===== src/rtl/mem_access_unit.sv =====
// Data-memory initiator: turns byte-addressed CPU loads/stores into word beats over valid/ready.
// Optional MEM_ACCESS_MISALIGN_TRAP_EN: unaligned word accesses return an error instead of truncating.
module mem_access_unit #(
  parameter int ADDR_W  = 18,
  parameter int TIMEOUT = 64
) (
  input  logic              clk,
  input  logic              rst_n,
  input  logic              req_valid,
  output logic              req_ready,
  input  logic              req_we,
  input  logic              req_byte,
  input  logic              req_signed,
  input  logic [31:0]       req_addr,
  input  logic [31:0]       req_wdata,
  output logic              resp_valid,
  output logic [31:0]       resp_rdata,
  output logic              resp_err,
  output logic              mem_valid,
  output logic              mem_we,
  output logic [ADDR_W-1:0] mem_addr,
  output logic [31:0]       mem_wdata,
  input  logic [31:0]       mem_rdata,
  input  logic              mem_ready
);

  localparam int CNT_W = $clog2(TIMEOUT + 1);

  typedef enum logic [2:0] {IDLE, RD, WR, RMW_RD, RMW_WR, RESP} state_t;

  state_t           state;
  logic [CNT_W-1:0] wait_cnt;
  logic             byte_q;
  logic             signed_q;
  logic [1:0]       lane_q;
  logic [7:0]       wbyte_q;
  logic             range_err;
  logic             misalign;

  function automatic logic [31:0] fmt_load(input logic [31:0] word, input logic is_byte,
                                           input logic is_signed, input logic [1:0] lane);
    logic signed [7:0]  sb;
    logic signed [31:0] sx;
    sb = word[{lane, 3'b000} +: 8];
    sx = 32'(sb);
    if (!is_byte)
      return word;
    else if (is_signed)
      return sx;
    else
      return {24'd0, sb};
  endfunction

  function automatic logic [31:0] merge_byte(input logic [31:0] word, input logic [1:0] lane,
                                             input logic [7:0] b);
    logic [31:0] r;
    r = word;
    r[{lane, 3'b000} +: 8] = b;
    return r;
  endfunction

  // Any set bit above the word-index field addresses memory that does not exist.
  assign range_err = (req_addr >> (ADDR_W + 2)) != 32'd0;

`ifdef MEM_ACCESS_MISALIGN_TRAP_EN
  assign misalign = !req_byte && (req_addr[1:0] != 2'b00);
`else
  assign misalign = 1'b0;
`endif

  always_ff @(posedge clk or negedge rst_n) begin
    if (!rst_n) begin
      state      <= IDLE;
      req_ready  <= 1'b1;
      resp_valid <= 1'b0;
      resp_rdata <= 32'd0;
      resp_err   <= 1'b0;
      mem_valid  <= 1'b0;
      mem_we     <= 1'b0;
      mem_addr   <= '0;
      mem_wdata  <= 32'd0;
      wait_cnt   <= '0;
      byte_q     <= 1'b0;
      signed_q   <= 1'b0;
      lane_q     <= 2'd0;
      wbyte_q    <= 8'd0;
    end else begin
      case (state)
        IDLE: begin
          if (req_valid) begin
            req_ready <= 1'b0;
            byte_q    <= req_byte;
            signed_q  <= req_signed;
            lane_q    <= req_addr[1:0];
            wbyte_q   <= req_wdata[7:0];
            wait_cnt  <= '0;
            mem_addr  <= req_addr[ADDR_W+1:2];
            if (range_err || misalign) begin
              state      <= RESP;
              resp_valid <= 1'b1;
              resp_err   <= 1'b1;
              resp_rdata <= 32'd0;
            end else begin
              mem_valid <= 1'b1;
              mem_we    <= req_we && !req_byte;
              if (req_we && !req_byte)
                mem_wdata <= req_wdata;
              if (!req_we)
                state <= RD;
              else if (req_byte)
                state <= RMW_RD;
              else
                state <= WR;
            end
          end
        end

        RD, WR, RMW_RD, RMW_WR: begin
          if (mem_ready) begin
            wait_cnt <= '0;
            if (state == RMW_RD) begin
              // Second beat of the read-modify-write starts immediately.
              mem_we    <= 1'b1;
              mem_wdata <= merge_byte(mem_rdata, lane_q, wbyte_q);
              state     <= RMW_WR;
            end else begin
              mem_valid  <= 1'b0;
              mem_we     <= 1'b0;
              state      <= RESP;
              resp_valid <= 1'b1;
              resp_err   <= 1'b0;
              resp_rdata <= (state == RD) ? fmt_load(mem_rdata, byte_q, signed_q, lane_q) : 32'd0;
            end
          end else if (wait_cnt == CNT_W'(TIMEOUT - 1)) begin
            mem_valid  <= 1'b0;
            mem_we     <= 1'b0;
            state      <= RESP;
            resp_valid <= 1'b1;
            resp_err   <= 1'b1;
            resp_rdata <= 32'd0;
          end else begin
            wait_cnt <= wait_cnt + 1'b1;
          end
        end

        RESP: begin
          resp_valid <= 1'b0;
          req_ready  <= 1'b1;
          state      <= IDLE;
        end

        default: state <= IDLE;
      endcase
    end
  end

endmodule


===== config.mk =====
export PLATFORM = sky130hd
export DESIGN_NAME = mem_access_unit
export DESIGN_NICKNAME = d
export VERILOG_FILES = /design/src/rtl/mem_access_unit.sv
export SDC_FILE = /design/constraint.sdc
export NUM_CORES = 1
export LEC_CHECK = 0
export BUFFER_PORTS_ARGS = -buffer_cell sky130_fd_sc_hd__buf_4
export CAP_MARGIN = 20
export CELL_PAD_IN_SITES_DETAIL_PLACEMENT = 0
export CELL_PAD_IN_SITES_GLOBAL_PLACEMENT = 1
export CORE_UTILIZATION = 39
export CTS_BUF_LIST = sky130_fd_sc_hd__clkbuf_4 sky130_fd_sc_hd__clkbuf_8
export CTS_CLUSTER_DIAMETER = 60
export CTS_CLUSTER_SIZE = 8
export DETAILED_ROUTE_END_ITERATION = 12
export PLACE_DENSITY_LB_ADDON = 0.1
export SLEW_MARGIN = 30
export SYNTH_ARGS = -nofsm -noshare
export SYNTH_HDL_FRONTEND = slang
export SYNTH_SLANG_ARGS = --single-unit

===== constraint.sdc =====
create_clock -name clk -period 2.9 [get_ports clk]
set_clock_uncertainty 0.1 [all_clocks]
set_input_delay 0.29 -clock clk [delete_from_list [all_inputs] [get_ports clk]]
set_output_delay 0.29 -clock clk [all_outputs]
set_load 0.03 [all_outputs]

* Yosys cells after proc, flatten, opt, wreduce, memory -nomap -nowiden
Index checks and enable logic that the tools add are counted.
Cells by class: add/subtract/negate cells 2, equality and inequality tests 15, shift operators 3, mux-type cells 49, reductions and logical operators 17
Operator list (count):
- $mux W32 | 13
- $pmux W32 S2 | 2
- $bwmux W32 | 1
- $reduce_bool A32 Y1 | 1
- $shift A8 B7 Y32 const A | 1
- $shiftx A32 B6 Y8 | 1
- $shiftx A8 B7 Y32 | 1
- $mux W7 | 3
- $mux W1 | 18
- $reduce_and A5 Y1 | 3
- $pmux W7 S2 | 1
- $mux W3 | 4
- $ne A2 B2 Y1 const B | 6
- $ne A3 B3 Y1 const B | 3
- $pmux W1 S2 | 4
- $add A7 B1 Y7 const B | 1
- $eq A7 B6 Y1 const B | 1
- $neg A5 Y7 | 1
- $eq A3 B2 Y1 const B | 2
- $eq A3 B3 Y1 const B | 2
- $pmux W3 S2 | 1
- $reduce_and A2 Y1 | 3
- $reduce_and A6 Y1 | 1
- $reduce_and A4 Y1 | 1
- 10 further kinds | 11
Storage, ports and cells: bits in registers 109, bits of input ports 103, output and inout bits 87, logic and storage cells 100

* Depth between registers and ports, before layout
depth after elaboration 7, depth in mapped cells 9, depth with buffers taken out 7

* Worst setup path before layout
Ideal clock, no wire load.
path kind register to register, start point reg lane_q[1], end point reg mem_wdata[25], library setup time 0.074 ns, arrival 1.948 ns, data required time 2.726 ns, slack 0.778 ns, cell stages (with the launch flop) 8, path buffers 1, clock period less this slack 2.122 ns, path through dfrtp_1 > buf_2 > inv_2 > ha_1 > nor4b_1 > a221o_1 > o21ai_0 > o21ai_2
Between the ends: longest elaborated chain between the ends 6, elaborated cells between the ends (all ways) 7, those cells by class add/sub (1); shift (2); mux (4)
RTL lines:
- start: declaration | RTL line 35 | logic [1:0] lane_q;
- start signal: assignment | RTL line 94 | lane_q <= req_addr[1:0];
- $neg A5 Y7 (*) | RTL line 58 | r[{lane, 3'b000} +: 8] = b;
- $shiftx A8 B7 Y32 / $shift A8 B7 Y32 (equally long branches) | RTL line 58
- $bwmux W32 (*) | RTL line 58
- $mux W32 (*) | RTL line 121 | if (state == RMW_RD) begin
- $mux W32 (*) | RTL line 119 | if (mem_ready) begin
- $pmux W32 S2 (*) | RTL line 88 | case (state)
- end signal: assignment | RTL line 107 | mem_wdata <= req_wdata;
- end signal: assignment | RTL line 124 | mem_wdata <= merge_byte(mem_rdata, lane_q, wbyte_q);
- end: declaration | RTL line 22 | output logic [31:0] mem_wdata,
Every way passes the cells marked *; elsewhere a longest branch is shown, timed or not. The select of a mux whose other input is x is not followed. A chain may end at the register's enable or synchronous reset.

* Worst setup path after layout
start point reg lane_q[0], end point reg mem_wdata[23]
Same word-level chain as after synthesis.

==> impl_metrics.csv <==
group,metric,value,unit
global_route,grt-ovfl-total,0,
setup_path,path_cells,"inv_1 > ha_1 > nor2_1 > and4_1 > a221o_1 > o21ai_0 > o21ai_2",
placement,place_congestion,0.832,
sta,grt_setup_unrepaired,"false",
synthesis,synth_area,5510,um^2
die,rows,43,
setup_path,path_depth,7,
placement,dp_hpwl,12500,um
clocking,worst_skew_pair.late_latency,0.38,ns
die,core_area,13800,um^2
clocking,cts_made_buffers,9,
setup_path,r2r_end,"mem_wdata[23]",
synthesis,syn-num-nets,648,
global_route,grt_pass1_wl,25900,um
synthesis,synth-seq-cells,109,
layout,fillers,1301,
sta,period_needed,2.33,ns
setup_path,critPathBufInv,1,
synthesis,synth_edf_count,0,
sta,drv_slew,0,
worst_hold_path,holdPathStages,2,
layout,area.sequential,2730,um^2
sta,hold_slack,0.0289,ns
worst_hold_path,min_to,"mem_addr[9]",
setup_path,worstSetupEndpointType,"register",
power,ir_drop,0.000548,V
setup_path,worstPathArrival,2.49,ns
setup_path,cp.required,3.06,ns
clocking,htreeDepth,3,
sta,final-hold-violation-count,0,
setup_path,crit_type,"reg -> reg",
routing,vias,4907,
synthesis,yosys_warnings,0,
sta,fin_tns_setup,0,ns
global_route,grt_pass1_vias,4664,
die,start_util,39.8,%
setup_path,r2r_slack,0.57,ns
setup_path,crit_fanout,12,
worst_hold_path,hp-class,"in -> reg",
synthesis,synth_area_per_cell,10.2,um^2
layout,multi_input_area,2520,um^2
worst_hold_path,hp-start,"req_addr[11]",
die,dieArea,14600,um^2
die,io_pins,190,
routing,wl_per_cell,18.6,um
clocking,cts_tree,"done",
setup_path,r2r_cells,7,
sta,slew_headroom,40.9,%
layout,antenna_cells,0,
synthesis,synth_commonest_cells,"dfrtp_1, a21oi_1, nand2_1",
routing,ant_nets,0,
layout,drive_above_1_share,38.4,%
setup_path,path_delay_family,"compound AO/OA/AOI/OAI gates",
routing,drc,0,
sta,max_freq,429,MHz
clocking,cts.clk_slew.worst_paths,0.10,ns
synthesis,synthCells,539,
setup_path,cpMaxStageDelayCell,"dfrtp_1",
power,p_leak,3.42,nW
synthesis,synthTopCellsByArea,"dfrtp_1, a21oi_1, mux2_2",
routing,viasPerCell,5.44,
routing,drtIter0Drc,354,
clocking,cts_root_buf,"clkbuf_8",
global_route,antenna_found_initial,0,
sta,period_share,80.4,%
synthesis,synth.distinct_cells,54,
clocking,cts_setup_buffers,0,
sta,tightest_slew,0.887,ns
global_route,grt_use_total,23.5,%
synthesis,ys.flop_type,"dfrtp_1",
synthesis,ys_seq_area_share,49.6,%
setup_path,r2r_start,"lane_q[0]",
die,die_x,121,um
global_route,grt_start_max_net_pins,66,
synthesis,synth.most_common_cell,"dfrtp_1",
clocking,cts.sinks,109,
clocking,cts_buffer_depth,2,
synthesis,synth_top_area_cell,"dfrtp_1",
layout,area_growth,32.1,%
layout,nets,827,
setup_path,cpPeakStageDelay,0.49,ns
placement,numPortBuffers,189,
power,p_per_area,1150,nW/um^2
outcome,status,"finished, final reports clean",
routing,wirelength,16800,um
setup_path,crit_path_start_kind,"register",
die,die_h,121,um
sta,finalSetupViolations,0,
routing,dr.pass1.iters,6,
synthesis,synth_top_cell_area_share,49.1,%
synthesis,async_reset_ff_share,100,%
flow_run,drv_cap,0,
[metrics by stage]
step	cell area [um^2]	cells	util (%)	setup slack, ns	power, W
floorplan	5510	539	-	0.778	0.00583
global placement	7050	884	51.0	0.586	0.00730
detailed placement	7050	884	51.0	0.530	0.00740
CTS	7270	902	52.6	0.568	0.00837
global route	7270	902	52.6	0.348	0.00889
finish	7270	902	52.6	0.569	0.00833
[flip-flops by register name, summed over array words and instances (netlist names)]
signal      cells
lane_q          2
state           3
mem_we          1
req_ready       1
mem_addr       18
byte_q          1
mem_valid       1
resp_rdata     32
resp_valid      1
wbyte_q         8
wait_cnt        7
resp_err        1
mem_wdata      32
signed_q        1
[timing repair]
action,4_1_cts,5_1_grt
gates resized for setup,0,0
hold endpoints to repair,56,0
hold buffers,3,0
[layout by cell type (no fill, tap or decap), types with 2 or more instances in the layout]
cell type / count
a21o_1: 7
a21oi_1: 69
a221o_1: 16
and2_1: 2
and4_1: 2
buf_4: 202
clkbuf_8: 10
clkinv_1: 2
clkinv_2: 2
dfrtp_1: 108
dlygate4sd3_1: 3
ha_1: 6
inv_1: 7
mux2_2: 28
mux2i_1: 8
nand2_1: 61
nand3_1: 15
nand3_2: 2
nor2_1: 17
nor2_2: 2
nor2b_1: 8
nor3_1: 5
nor4b_1: 2
o21a_1: 2
o21ai_0: 37
o21ai_1: 16
o21ai_2: 18
o2bb2ai_1: 25
o31ai_1: 7
or4_1: 3
xnor2_1: 2
[cell type report]
| cell class | count | share of cell area, % |
|---|---|---|
| inverters | 10 | 0.516 |
| clock buffers | 11 | 2.00 |
| multi-input cells | 382 | 34.7 |
| repair buffers | 206 | 21.5 |
| well taps | 180 | 3.10 |
| flip-flops and latches | 109 | 37.5 |
| clock inverters | 4 | 0.671 |
[layer usage]
metal | vias up | wire, um | part of all wire, % | global-route usage (%)
li1 | 2325 | - | - | -
met4 | 0 | 332 | 2.0 | 8.87
met2 | 211 | 7190 | 43 | 33.3
met5 | - | 0 | 0 | 0
met3 | 27 | 1260 | 7.5 | 4.91
met1 | 2344 | 7990 | 48 | 34.9
[where the power goes]
| part | leakage, nW | total, W | switching (W) | internal, W |
|---|---|---|---|---|
| sequential | 1.39 | 0.00265 | 0.000496 | 0.00215 |
| clock | 0.103 | 0.000952 | 0.000524 | 0.000427 |
| combinational | 1.93 | 0.00473 | 0.00293 | 0.00180 |
| total | 3.42 | 0.00833 | 0.00395 | 0.00438 |
[how the worst max path moves through the flow]
stage                          endpoint  slack (ns)         start
final                     mem_wdata[23]        0.57     lane_q[0]
after global placement    mem_wdata[18]        0.59  req_addr[25]
after global routing      mem_wdata[30]        0.35     lane_q[0]
after CTS                 mem_wdata[23]        0.57     lane_q[0]
after detailed placement  mem_wdata[15]        0.53  req_addr[25]
after floorplan           mem_wdata[25]        0.78     lane_q[1]
[cell families after synthesis]
group           count (synthesis)  synth area share, %
mux                            38                 7.79
flops                         109                 49.6
buf+inv                        48                 4.89
compound gates                203                 23.8
simple gates                  132                 12.1
fa+ha+maj                       6                 1.36
xor+xnor                        3                0.477
Power figures use the tool's default switching activity.
